File: src/rtl/mem_stage_8bit.sv
// Memory stage behind the 8-bit execute unit: owns the stack pointer, runs
// LDD/STD, PUSH/POP and CALL/RET/INT stacking over a req/ack memory port.
module mem_stage_8bit #(
  parameter logic [7:0] SP_RESET = 8'hFF,
  parameter int         MAX_WAIT = 16
) (
  input  logic       clk,
  input  logic       rst_n,
  input  logic       in_valid,
  input  logic       MR,
  input  logic       MW,
  input  logic       WB,
  input  logic       SP,
  input  logic       SPOP,
  input  logic       JWSP,
  input  logic       Stack_PC,
  input  logic       Stack_Flags,
  input  logic [2:0] WB_Address,
  input  logic [7:0] Address_8bit,
  input  logic [7:0] Data_8bit,
  input  logic [3:0] Final_Flags,
  input  logic [7:0] PC_8bit,
  output logic       stall,
  output logic       mem_req,
  output logic       mem_we,
  output logic [7:0] mem_addr,
  output logic [7:0] mem_wdata,
  input  logic [7:0] mem_rdata,
  input  logic       mem_ack,
  output logic       out_valid,
  output logic       WB_Out,
  output logic [2:0] WB_Address_Out,
  output logic [7:0] WB_Data,
  output logic       PC_Load,
  output logic [7:0] PC_Value,
  output logic       MEM_Stack_Flags,
  output logic [3:0] Flags_From_Memory,
  output logic [7:0] SP_Value,
  output logic       mem_err,
  output logic [1:0] dbg_state
);

  // Handshakes: upstream op transfers on an edge where in_valid=1 and stall=0
  // (stall is also raised combinationally in the accepting cycle of a memory op);
  // memory access completes on an edge where mem_req=1 and mem_ack=1, with
  // address/we/wdata held constant while mem_req=1; out_valid is a one-cycle strobe.

  typedef enum logic [1:0] {IDLE = 2'd0, ACC = 2'd1, ACC2 = 2'd2, DONE = 2'd3} state_t;

  localparam int CW = $clog2(MAX_WAIT + 1);

  state_t        state;
  logic [CW-1:0] wait_cnt;
  logic [7:0]    sp;

  logic       l_wb, l_mr, l_sp, l_spop, l_jwsp, l_spc, l_sfl;
  logic [2:0] l_wba;
  logic [7:0] l_data;
  logic [3:0] l_flags;
  logic [3:0] flags_byte;

  logic mem_op, can_accept, accept_mem, accept_alu, busy;
  logic is_push, is_pop, two_step, is_read, pc_jump, timeout;

  assign mem_op     = MR | MW | SP;
  assign can_accept = (state == IDLE) || (state == DONE);
  assign accept_mem = can_accept & in_valid & mem_op;
  assign accept_alu = can_accept & in_valid & ~mem_op;
  assign busy       = (state == ACC) || (state == ACC2);
  assign stall      = busy | accept_mem;

  assign is_push  = l_sp & ~l_spop;
  assign is_pop   = l_sp & l_spop;
  assign two_step = (state == ACC) & l_sp & l_sfl;
  assign is_read  = l_mr | is_pop;
  assign pc_jump  = is_pop & l_spc & l_jwsp;
  assign timeout  = busy & ~mem_ack & (wait_cnt == CW'(MAX_WAIT - 1));

  assign SP_Value  = sp;
  assign dbg_state = state;

  always_ff @(posedge clk or negedge rst_n) begin
    if (!rst_n) begin
      state             <= IDLE;
      wait_cnt          <= '0;
      sp                <= SP_RESET;
      mem_req           <= 1'b0;
      mem_we            <= 1'b0;
      mem_addr          <= 8'h00;
      mem_wdata         <= 8'h00;
      out_valid         <= 1'b0;
      WB_Out            <= 1'b0;
      WB_Address_Out    <= 3'd0;
      WB_Data           <= 8'h00;
      PC_Load           <= 1'b0;
      PC_Value          <= 8'h00;
      MEM_Stack_Flags   <= 1'b0;
      Flags_From_Memory <= 4'h0;
      mem_err           <= 1'b0;
      l_wb              <= 1'b0;
      l_mr              <= 1'b0;
      l_sp              <= 1'b0;
      l_spop            <= 1'b0;
      l_jwsp            <= 1'b0;
      l_spc             <= 1'b0;
      l_sfl             <= 1'b0;
      l_wba             <= 3'd0;
      l_data            <= 8'h00;
      l_flags           <= 4'h0;
      flags_byte        <= 4'h0;
    end else begin
      out_valid       <= 1'b0;
      WB_Out          <= 1'b0;
      PC_Load         <= 1'b0;
      MEM_Stack_Flags <= 1'b0;
      case (state)
        IDLE, DONE: begin
          state <= IDLE;
          if (accept_alu) begin
            out_valid      <= 1'b1;
            WB_Out         <= WB;
            WB_Address_Out <= WB_Address;
            WB_Data        <= Data_8bit;
          end else if (accept_mem) begin
            state    <= ACC;
            wait_cnt <= '0;
            mem_req  <= 1'b1;
            l_wb     <= WB;
            l_mr     <= MR & ~SP;
            l_sp     <= SP;
            l_spop   <= SPOP;
            l_jwsp   <= JWSP;
            l_spc    <= Stack_PC;
            l_sfl    <= Stack_Flags;
            l_wba    <= WB_Address;
            l_data   <= Data_8bit;
            l_flags  <= Final_Flags;
            if (SP && !SPOP) begin
              mem_we    <= 1'b1;
              mem_addr  <= sp;
              mem_wdata <= Stack_PC ? PC_8bit + 8'd1 : Data_8bit;
            end else if (SP) begin
              // SP points at the next free slot, so the top of stack is SP+1
              mem_we    <= 1'b0;
              mem_addr  <= sp + 8'd1;
              mem_wdata <= 8'h00;
            end else begin
              mem_we    <= MW;
              mem_addr  <= Address_8bit;
              mem_wdata <= Data_8bit;
            end
          end
        end
        ACC, ACC2: begin
          if (mem_ack) begin
            if (is_push)
              sp <= sp - 8'd1;
            else if (is_pop)
              sp <= sp + 8'd1;
            if (two_step) begin
              // Second stack byte: push stores flags after PC, pop reads PC after flags
              state    <= ACC2;
              wait_cnt <= '0;
              if (is_push) begin
                mem_addr  <= sp - 8'd1;
                mem_wdata <= {4'b0000, l_flags};
              end else begin
                mem_addr   <= sp + 8'd2;
                flags_byte <= mem_rdata[3:0];
              end
            end else begin
              state          <= DONE;
              mem_req        <= 1'b0;
              mem_we         <= 1'b0;
              mem_addr       <= 8'h00;
              mem_wdata      <= 8'h00;
              out_valid      <= 1'b1;
              WB_Out         <= l_wb & ~pc_jump;
              WB_Address_Out <= l_wba;
              WB_Data        <= is_read ? mem_rdata : l_data;
              PC_Load        <= pc_jump;
              if (pc_jump)
                PC_Value <= mem_rdata;
              if (is_pop && l_sfl) begin
                MEM_Stack_Flags   <= 1'b1;
                Flags_From_Memory <= flags_byte;
              end
            end
          end else if (timeout) begin
            // Abandon the access: complete with no side effects except the sticky error
            state          <= DONE;
            mem_err        <= 1'b1;
            mem_req        <= 1'b0;
            mem_we         <= 1'b0;
            mem_addr       <= 8'h00;
            mem_wdata      <= 8'h00;
            out_valid      <= 1'b1;
            WB_Address_Out <= l_wba;
            WB_Data        <= l_data;
          end else begin
            wait_cnt <= wait_cnt + CW'(1);
          end
        end
        default: state <= IDLE;
      endcase
    end
  end

endmodule

File: config.mk
export PLATFORM = sky130hd
export DESIGN_NAME = mem_stage_8bit
export DESIGN_NICKNAME = d
export VERILOG_FILES = /design/src/rtl/mem_stage_8bit.sv
export SDC_FILE = /design/constraint.sdc
export NUM_CORES = 1
export LEC_CHECK = 0
export ABC_CLOCK_PERIOD_IN_PS = 5100
export BUFFER_PORTS_ARGS = -buffer_cell sky130_fd_sc_hd__buf_4
export CAP_MARGIN = 20
export CORE_MARGIN = 10
export CORE_UTILIZATION = 58
export DETAILED_ROUTE_END_ITERATION = 10
export MAX_ROUTING_LAYER = met4
export PLACE_DENSITY = 0.93
export SKIP_LAST_GASP = 1
export SYNTH_ARGS = -nofsm -noshare
export SYNTH_HDL_FRONTEND = slang
export SYNTH_SLANG_ARGS = --single-unit
export TNS_END_PERCENT = 20
File: constraint.sdc
create_clock -name clk -period 5.1 [get_ports clk]
set_clock_uncertainty 0.2 [all_clocks]
set_input_delay 0 -clock clk [delete_from_list [all_inputs] [get_ports clk]]
set_output_delay 0 -clock clk [all_outputs]
set_load 0.01 [all_outputs]
# [After elaboration in Yosys (flattened, before gate mapping)]
# Index checks and enable logic that the tools add are counted.
[totals] output_inout_bits=57 latchBits=0 word_cells=159 mem_bits_ro=0 inputBits=51 memories=0 register_bits=87 ramBits=0
[classes] magnitude_cmp=0 reduce_logical=20 n_eq_ne=12 shift=0 add_sub_neg=5 n_mul=0 bitwise=25 mux=70 div_mod_pow=0
[ops] cell="8-bit two-way mux" count=23
[ops] cell="8-bit one-hot mux with 2 select lines" count=3
[ops] cell="1-bit two-way mux" count=26
[ops] cell="5-bit two-way mux" count=5
[ops] cell="4-bit AND reduction" count=6
[ops] cell="8-bit by 1-bit adder with 8-bit output, second input constant" count=2
[ops] cell="3-bit AND reduction" count=5
[ops] cell="1-bit AND" count=13
[ops] cell="3-bit two-way mux" count=4
[ops] cell="3-bit != test, second input constant" count=4
[ops] cell="5-bit one-hot mux with 2 select lines" count=1
[ops] cell="8-bit by 2-bit adder with 8-bit output, second input constant" count=1
[ops] cell="1-bit NOT" count=8
[ops] cell="1-bit one-hot mux with 2 select lines" count=4
[ops] cell="8-bit by 1-bit subtractor with 8-bit output, second input constant" count=1
[ops] cell="2-bit != test, second input constant" count=3
[ops] cell="3-bit one-hot mux with 2 select lines" count=1
[ops] cell="5-bit by 1-bit adder with 5-bit output, second input constant" count=1
[ops] cell="5-bit by 4-bit == test with 1-bit output, second input constant" count=1
[ops] cell="2-bit == test, second input constant" count=2
[ops] cell="2-bit two-way mux" count=2
[ops] cell="4-bit != test, second input constant" count=1
[ops] cell="1-bit OR" count=4
[ops] cell="2-bit one-hot mux with 2 select lines" count=1
[ops] cell="7 further kinds" count=10

# [Depth between registers and ports, before layout]
# Gate-level depths: netlist of the first run.
[logic_depth] ltp_word=8 ltp_mapped=9 ltp_nobuf=8

# [Worst setup path before layout of the first run]
# OpenSTA, ideal clock, no wires.
[synth_path] path_kind="reg2reg" startpoint="reg sp[2] (netlist: SP_Value[2])" endpoint="reg mem_addr[5]" t_arrival_ns=1.937 required_ns=4.774 synth_period_minus_slack_ns=2.263 path_slack_ns=2.837 path_stages_with_launch=8 setup_ns=0.126 path_buffers=0 cell_sequence="dfstp_2 -> inv_1 -> ha_1 -> a21boi_0 -> nand2_1 -> o31ai_1 -> xor2_1 -> a221o_1"
[synth_between] elab_chain_cells=6 word_cells_on_any_way=11 cone_classes="3 x add/sub; 8 x mux"
[synth_lines] item="start, declared" line_no="54" text="logic [7:0] sp;"
[synth_lines] item="start signal, assigned" line_no="157" text="sp <= sp - 8'd1;"
[synth_lines] item="start signal, assigned" line_no="159" text="sp <= sp + 8'd1;"
[synth_lines] item="8-bit by 1-bit adder with 8-bit output" line_no="145" text="mem_addr <= sp + 8'd1;"
[synth_lines] item="8-bit two-way mux" line_no="142" text="end else if (SP) begin"
[synth_lines] item="8-bit two-way mux" line_no="138" text="if (SP && !SPOP) begin"
[synth_lines] item="8-bit two-way mux" line_no="124" text="end else if (accept_mem) begin"
[synth_lines] item="8-bit two-way mux" line_no="119" text="if (accept_alu) begin"
[synth_lines] item="8-bit one-hot mux with 2 select lines (*)" line_no="116" text="case (state)"
[synth_lines] item="end signal, assigned" line_no="140" text="mem_addr <= sp;"
[synth_lines] item="end signal, assigned" line_no="145"
[synth_lines] item="end signal, assigned" line_no="149" text="mem_addr <= Address_8bit;"
[synth_lines] item="end, declared" line_no="26" text="output logic [7:0] mem_addr,"
# Mark *: on every way between the ends. The rest lies on a longest branch, timed or not. The select of a mux whose other input is x is not followed.
# A chain may end at the register's enable or synchronous reset.

# [Final worst setup path of the first run]
[layout_path] startpoint="reg state[0] (netlist: dbg_state[0])" endpoint="reg mem_wdata[3]"
[layout_between] elab_chain_cells=6 word_cells_on_any_way=23 cone_classes="7 x eq/ne; 3 x mux; 7 x bitwise; 6 x reduce/logical"
[layout_lines] item="start, declared" line_no="52" text="state_t state;"
[layout_lines] item="start signal, assigned" line_no="84" text="state <= IDLE;"
[layout_lines] item="start signal, assigned" line_no="118" text="state <= IDLE;"
[layout_lines] item="start signal, assigned" line_no="125" text="state <= ACC;"
[layout_lines] item="2-bit by 1-bit == test with 1-bit output (tied with other cells)" line_no="69, 74, 116"
[layout_lines] item="1-bit AND (tied with other cells)" line_no="74" text="assign two_step = (state == ACC) & l_sp & l_sfl;"
[layout_lines] item="1-bit AND, on equally long branches"
[layout_lines] item="8-bit two-way mux (tied with other cells)" line_no="160" text="if (two_step) begin"
[layout_lines] item="8-bit two-way mux (tied with other cells)" line_no="155" text="if (mem_ack) begin"
[layout_lines] item="8-bit one-hot mux with 2 select lines / 4-bit AND reduction (equally long branches)"
[layout_lines] item="end signal, assigned" line_no="141" text="mem_wdata <= Stack_PC ? PC_8bit + 8'd1 : Data_8bit;"
[layout_lines] item="end signal, assigned" line_no="150" text="mem_wdata <= Data_8bit;"
[layout_lines] item="end signal, assigned" line_no="166" text="mem_wdata <= {4'b0000, l_flags};"
[layout_lines] item="end, declared" line_no="27" text="output logic [7:0] mem_wdata,"
# Several ways; a longest one is shown, not always the timed one.

==> summary.txt, run 1 <==
Run status
  • Status: finished clean

Floorplan
  • Die ar.: 11,700 sq um
  • Area of the core: 7650 sq um
  • Die width: 108 um
  • Initial core utilization: 59.2%
  • Ports: 108
  • Die Ht: 108 um
  • Site Rows: 32

Clocking
  • Resize count post-CTS: 0
  • H-tree depth: 3
  • CTS sink cnt: 87
  • Clk Latency, worst-skew pair: between 0.3 and 0.4 ns
  • CTS tree: yes
  • Clock transition at path regs: roughly 0.09 ns
  • CTS Buffer Depth: 2
  • Total CTS buffers: 9
  • CTS Root Cell: clkbuf_8

Power and ir drop
  • Net switching power: 1590 uW
  • Worst vdd rail ir drop: 0.341 mV
  • Clk pwr share: around 14%
  • Total leakage power: 0.00287 uW
  • Register share of total power: around 36%
  • Pint: 2070 uW
  • Combinational Power Share: roughly 50%
  • Net Sw Frac: 43.5%
  • Power per cell area: 599 nW/um^2

Synthesis
  • Post-synthesis xor/xnor area fraction: 4.25%
  • Main combinational cell family by area after synthesis: multiplexers
  • Synth async-reset ratio: 100%
  • Synth top area share: 43.6%
  • Mux contribution to synthesized area: roughly 15%
  • Synth Register Bits: just under 90
  • Synth Flop Type: dfrtp_1
  • Synth top area cells: dfrtp_1 (44%), mux2_2 (9.2%), dfstp_2 (4.6%)
  • Syn_nets: 489
  • Synthesized area: 4530 sq um
  • Post-Synth Adder-Cell Area: 3.04%
  • Syn Inst Count: between 400 and 500
  • Synth Area in Compound Gates: 12.2%
  • Post-synth cell types: 57
  • Post-synth top area cell: dfrtp_1
  • YS warnings: 0
  • EDFF count, synth: 0
  • Post-synthesis sequential area ratio: 48.3%
  • Synth Area in Simple Gates: 13.3%
  • Synthesized area per cell: 10.6 sq um

Timing
  • Relative slew margins: 45.7%
  • Sum Neg Setup Slack: 0 ns
  • Slew Viols, Final: 0
  • RSZ-0062 raised after global routing: no
  • Hold Vio Cnt, Final: 0
  • Measured slew at the worst slew-check pin: 0.813 ns
  • Period utilisation layout: 62.5%
  • Max Freq: 0.314 GHz
  • Final setup margin: 1.91 ns
  • Final setup viols: 0
  • WHS: 0.00707 ns
  • Fin crit period: approximately 3.2 ns

Critical path
  • Reg2reg end: mem_wdata[3]
  • R2R Path Start: dbg_state[0]
  • CP bufs+invs: 1
  • R2r worst-path depth: 7
  • CP startpoint kind: flop
  • CP max stage cell: nand2_1
  • Req. time, crit path: 5.17 ns
  • Flop2flop setup slack: ~1.9 ns
  • Top delay family on crit path: simple AND/OR/NAND/NOR gates
  • Critical path origin: dbg_state[0]
  • Crit path largest cell delay: 0.51 ns
  • Critical Path Sink Type: flop
  • Critical Path Fanout Max: 32
  • Critical path class: reg -> reg
  • CP Cell Sequence: ha_1 -> buf_16 -> and3b_1 -> nand4_1 -> nand2_1 -> nor2_1 -> a211o_1
  • Arrival time worst endpoint: 3.25 ns

Worst hold path
  • Hold Path Cell Cnt: 5
  • Launch point of the worst hold path: Address_8bit[4]
  • Hold EP: mem_addr[4]
  • Min-delay worst type: in -> reg

Layout
  • Final instance area: between 6000 and 7000 sq um
  • Layout cells sized above 1: 32.1%
  • NumNets Final: 640
  • Non-filler cells, final: 687
  • Area delta synth->final: 35.1%

Drt
  • Via count: 4,313
  • Pre-Repair DR Iteration Count: 5
  • Final wirelength: roughly 16 mm
  • Drt first-iter violations: between 500 and 600
  • DRC: 0
  • Routed Antenna Nets: 0
  • Routed len/inst: 23.1 um
  • Via density: ~6.3

Place
  • DP Worst Slack: ~1.8 ns
  • Dpl cells: slightly above 600
  • PortBufs: between 100 and 150
  • Gpl congestion: 0.847
  • Post-DP HPWL: 9.14 mm
  • Placed Instance Area: 5330 sq um

GRT
  • Global-route wire length before repair: 24.4 mm
  • Gr usage total: ~27%
  • Largest net degree at the start of global routing: 88
  • Grt total ovfl: 0
  • Vias in the first global route: 4,443
  • Initial antenna violation count: 2

Flow run
  • Max-Cap Viols: 0
## worst register-to-register path, stage by stage (launching register included)
cell     delay [ns]
dfrtp_1        0.41
ha_1           0.49
buf_16         0.26
and3b_1        0.38
nand4_1        0.48
nand2_1        0.51
nor2_1         0.11
a211o_1        0.24
## worst max-delay path by stage
stage                               to  cells after the start
after floorplan            mem_addr[5]                      7
after global placement      l_flags[2]                      4
after detailed placement   mem_addr[5]                      4
after CTS                  mem_addr[5]                      4
after global routing      mem_wdata[3]                      8
final                     mem_wdata[3]                      7
## cell type report
class                           instances  area, sq um
Sequential cell                        87         2190
Fill cell                             427         1530
Inverter                               12         55.1
Clock buffer                            9          124
Timing Repair Buffer                  164         1410
Antenna cell                            2         5.00
Tap cell                              102          128
Clock inverter                          7         67.6
Multi-Input combinational cell        304         2150
## cells by family after synthesis
logic type      Yosys count
compound gates           87
xor+xnor                 22
fa+ha+maj                11
buf+inv                  36
flops                    87
mux                      58
simple gates            126
## through the flow
step                      utilization, %  power, uW
after detailed placement            69.7       2940
after floorplan                        -       2340
after global routing                80.1       3840
final                               80.1       3670
after global placement              69.7       2840
after CTS                           79.1       3490
## timing repair
item | in CTS | in global routing
setup buffers | 0 | 0
hold buffers | 53 | 1
endpoints found under the hold margin | 149 | 10
## routing by layer
layer / share of wire [%] / wire, um / vias to the layer above / track usage (%)
met5: 0 / 0 / - / -
li1: - / - / 1829 / -
met1: 35 / 5550 / 2083 / 29.9
met3: 8.6 / 1360 / 90 / 5.59
met4: 5.4 / 854 / 0 / 14.2
met2: 51 / 8140 / 311 / 46.6
## registers in the layout, indices dropped and copies added, names as in the netlist, 3 cells and up
| signal | cells |
|---|---|
| mem_wdata | 8 |
| wait_cnt | 5 |
| PC_Value | 8 |
| l_flags | 4 |
| flags_byte | 4 |
| mem_addr | 8 |
| WB_Data | 8 |
| SP_Value | 8 |
| Flags_From_Memory | 4 |
| l_wba | 3 |
| l_data | 8 |
| WB_Address_Out | 3 |
## synth_stat cells, types with 8 or more instances
cell	count
a22oi_1	9
nor2_1	28
dfrtp_1	79
mux2_4	8
mux2i_1	13
nand4_1	9
xor2_1	8
nand3_1	11
xnor2_1	14
inv_1	10
mux2_2	37
ha_1	11
buf_2	11
a21oi_1	15
nand2_1	49
dfstp_2	8
o21ai_0	32
## layout by cell type (no fill, tap or decap), drive strengths merged, types with 3 or more instances in the layout
| cell type | netlist | final |
|---|---|---|
| a211oi | 5 | 5 |
| dfstp | 8 | 8 |
| clkbuf | 5 | 9 |
| a31oi | 3 | 3 |
| o221ai | 3 | 3 |
| nand2 | 50 | 50 |
| a21oi | 15 | 15 |
| nand4 | 9 | 9 |
| nor2 | 30 | 30 |
| mux2 | 45 | 45 |
| inv | 12 | 18 |
| mux2i | 13 | 13 |
| xnor2 | 14 | 14 |
| xor2 | 8 | 8 |
| buf | 19 | 110 |
| ha | 11 | 11 |
| nor3 | 6 | 6 |
| nand3 | 12 | 12 |
| and3 | 6 | 6 |
| dlygate4sd3 | 0 | 54 |
| dfrtp | 79 | 79 |
| o21ai | 34 | 34 |
| a22oi | 9 | 9 |
## power by group through the flow
stage / Combinational (uW) / Sequential, uW / Clock, uW
floorplan: 1070 / 1260 / 0
global placement: 1590 / 1260 / 0
detailed placement: 1670 / 1280 / 0
CTS: 1730 / 1270 / 486
global route: 1990 / 1340 / 518
finish: 1860 / 1310 / 497
Power figures use the tool's default switching activity.
==> inputs of run 2 (changes only) <==
Settings changed: ABC_CLOCK_PERIOD_IN_PS 5100 to 2600, CORE_UTILIZATION 58 to 49, PLACE_DENSITY 0.93 to 0.85.
Clock period 5.1 ns to 2.6 ns, I/O delays scaled along.
==> run 2 against run 1 <==
Net effect:
- the flow now finishes with violations (hold timing)
- worst setup slack got worse by 1.7 ns
- power rose by 93%
- final cell count grew 2.3%
- highest routed layer unchanged
==> summary.txt, run 2 (synthesis results as in run 1) <==
Run status
  • Status: finished, violations left (was finished clean)
  • Violated checks: hold timing

Layout
  • NumNets Final: 648 (was 640)
  • Area delta synth->final: 36.8% (was 35.1%)
  • Commonest cells after routing, fill and taps aside: buf_4 (116), dfrtp_1 (79), dlygate4sd3_1 (54) (was buf_4 (108), dfrtp_1 (79), dlygate4sd3_1 (54))
  • Layout cells sized above 1: 33.0% (was 32.1%)
  • Final instance area: 6200 sq um (was 6120 sq um)
  • Commonest non-fill, non-tap cell in the layout: buf_4 (unchanged)

Timing
  • Relative slew margins: 64.6% (was 45.7%)
  • Slew Viols, Final: 0 (unchanged)
  • Sum Neg Setup Slack: 0 ns (unchanged)
  • Period utilisation layout: 93.5% (was 62.5%)
  • Final setup margin: 0.169 ns (was 1.91 ns)
  • RSZ-0062 raised after global routing: no (unchanged)
  • Measured slew at the worst slew-check pin: 0.527 ns (was 0.813 ns)
  • Final setup viols: 0 (unchanged)
  • Fin crit period: 2.43 ns (was 3.19 ns)
  • Hold Vio Cnt, Final: 25 (was 0)
  • Max Freq: 0.411 GHz (was 0.314 GHz)
  • WHS: -0.0514 ns (was 0.00707 ns)

Drt
  • Routed Antenna Nets: 0 (unchanged)
  • Met2 wire len: 6.93 mm (was 8.14 mm)
  • Final wirelength: 13.8 mm (was 15.9 mm)
  • Pre-Repair DR Iteration Count: 5 (unchanged)
  • Highest routing layer actually used: met4 (unchanged)
  • Via count: 4,009 (was 4,313)
  • Via density: 5.70 (was 6.28)
  • Metal-1 WL: 5.42 mm (was 5.55 mm)
  • Drt first-iter violations: 409 (was 588)
  • Met3 wire length: 842 um (was 1.36 mm)
  • DRC: 0 (unchanged)
  • Routed len/inst: 19.6 um (was 23.1 um)

Critical path
  • Most used cell, CP: ha_1
  • Req. time, crit path: 2.67 ns (was 5.17 ns)
  • R2R Path Start: wait_cnt[0] (was dbg_state[0])
  • CP max stage cell: dfrtp_1 (was nand2_1)
  • CP bufs+invs: 2 (was 1)
  • Critical Path Fanout Max: 9 (was 32)
  • Critical path class: reg -> reg (unchanged)
  • Critical Path Sink Type: flop (unchanged)
  • Top delay family on crit path: adder cells (was simple AND/OR/NAND/NOR gates)
  • Arrival time worst endpoint: 2.50 ns (was 3.25 ns)
  • CP startpoint kind: flop (unchanged)
  • Crit path largest cell delay: 0.42 ns (was 0.51 ns)
  • CP Cell Sequence: ha_1 -> and3_1 -> ha_1 -> o21ai_0 -> nor2b_1 -> buf_4 -> inv_8 -> mux2_4 (was ha_1 -> buf_16 -> and3b_1 -> nand4_1 -> nand2_1 -> nor2_1 -> a211o_1)
  • Critical path origin: wait_cnt[0] (was dbg_state[0])

Clocking
  • Clock transition at path regs: 0.11 ns (was 0.09 ns)
  • Total CTS buffers: 9 (unchanged)
  • CTS Root Cell: clkbuf_8 (unchanged)
  • CTS sink cnt: 87 (unchanged)
  • Setup Buffers After CTS: 0 (unchanged)
  • H-tree depth: 3 (unchanged)
  • CTS tree: yes (unchanged)
  • Clk Latency, worst-skew pair: 0.37 ns (was 0.38 ns)
  • CTS Buffer Depth: 2 (unchanged)

Floorplan
  • Ports: 108 (unchanged)
  • Initial core utilization: 49.7% (was 59.2%)
  • Site Rows: 35 (was 32)
  • Die width: 116 um (was 108 um)
  • Die Ht: 116 um (was 108 um)
  • Area of the core: 9110 sq um (was 7650 sq um)
  • Die ar.: 13,500 sq um (was 11,700 sq um)

Power and ir drop
  • Worst vdd rail ir drop: 0.633 mV (was 0.341 mV)
  • Total leakage power: 0.00291 uW (was 0.00287 uW)
  • Power per cell area: 1140 nW/um^2 (was 599 nW/um^2)

Place
  • DP Worst Slack: 0.193 ns (was 1.78 ns)
  • PortBufs: 107 (unchanged)
  • Gpl congestion: 0.931 (was 0.847)
  • Placed Instance Area: 5440 sq um (was 5330 sq um)
  • Post-DP HPWL: 9.06 mm (was 9.14 mm)

GRT
  • Grt total ovfl: 0 (unchanged)
  • Largest net degree at the start of global routing: 88 (unchanged)
  • Gr usage total: 21.5% (was 27.5%)
  • Global-route wire length before repair: 22.0 mm (was 24.4 mm)
  • Vias in the first global route: 4,225 (was 4,443)
  • Initial antenna violation count: 0 (was 2)

Worst hold path
  • Min-delay worst type: in -> async (was in -> reg)

Flow run
  • Max-Cap Viols: 0 (unchanged)
run 2: cell types whose count changed in the layout (fill, tap and decap cells not counted), sizes merged:
cell,previous run,this run
bufinv,0,1
inv,18,15
diode,2,1
buf,110,118
clkinv,0,2
run 2: layer usage:
metal	vias to the layer above	GRT usage [%]
met5	-	-
met4	0	12.3
met3	46	4.26
met2	172	34.4
met1	1956	25.0
li1	1835	-
run 2: layout make-up:
type / instances / area, sq um
Fill cell: 643 / 2910
Sequential cell: 87 / 2190
Multi-Input combinational cell: 304 / 2150
Timing Repair Buffer: 172 / 1450
Tap cell: 111 / 139
Clock buffer: 9 / 124
Clock inverter: 7 / 91.3
Inverter: 12 / 55.1
Antenna cell: 1 / 2.50
run 2: worst min-delay path: stages:
cell and delay, ns:
dlygate4sd3_1 0.52, buf_4 0.11, buf_12 0.34
run 2: timing repair:
item / in CTS / in global routing
resized for setup: 0 / 0
endpoints found under the setup margin: 0 / 0
hold endpoints to repair: 159 / 0
hold buffers: 54 / 0
run 2: path summary, 6_finish.rpt:
path                          endpoint  slack (ns)  cells after the start
max in group asynchronous  SP_Value[1]        1.80                      3
hold / removal                 PC_Load       -0.05                      3
hold reg to reg                mem_err        0.28                      1
min in group clk            l_flags[2]        0.18                      3
setup reg to reg            WB_Data[0]        0.17                      8
setup / recovery            WB_Data[0]        0.17                      8
run 2: per-stage QoR:
step	utilization (%)	power, uW	instances
floorplan	-	4590	427
global placement	59.7	5710	632
detailed placement	59.7	5870	632
CTS	68.0	6970	702
global route	68.0	7530	702
finish	68.1	7060	703
run 2: report_power, final:
part	switching, uW	internal, uW
clock network	574	468
logic	1790	1720
registers	521	1980
total	2890	4170
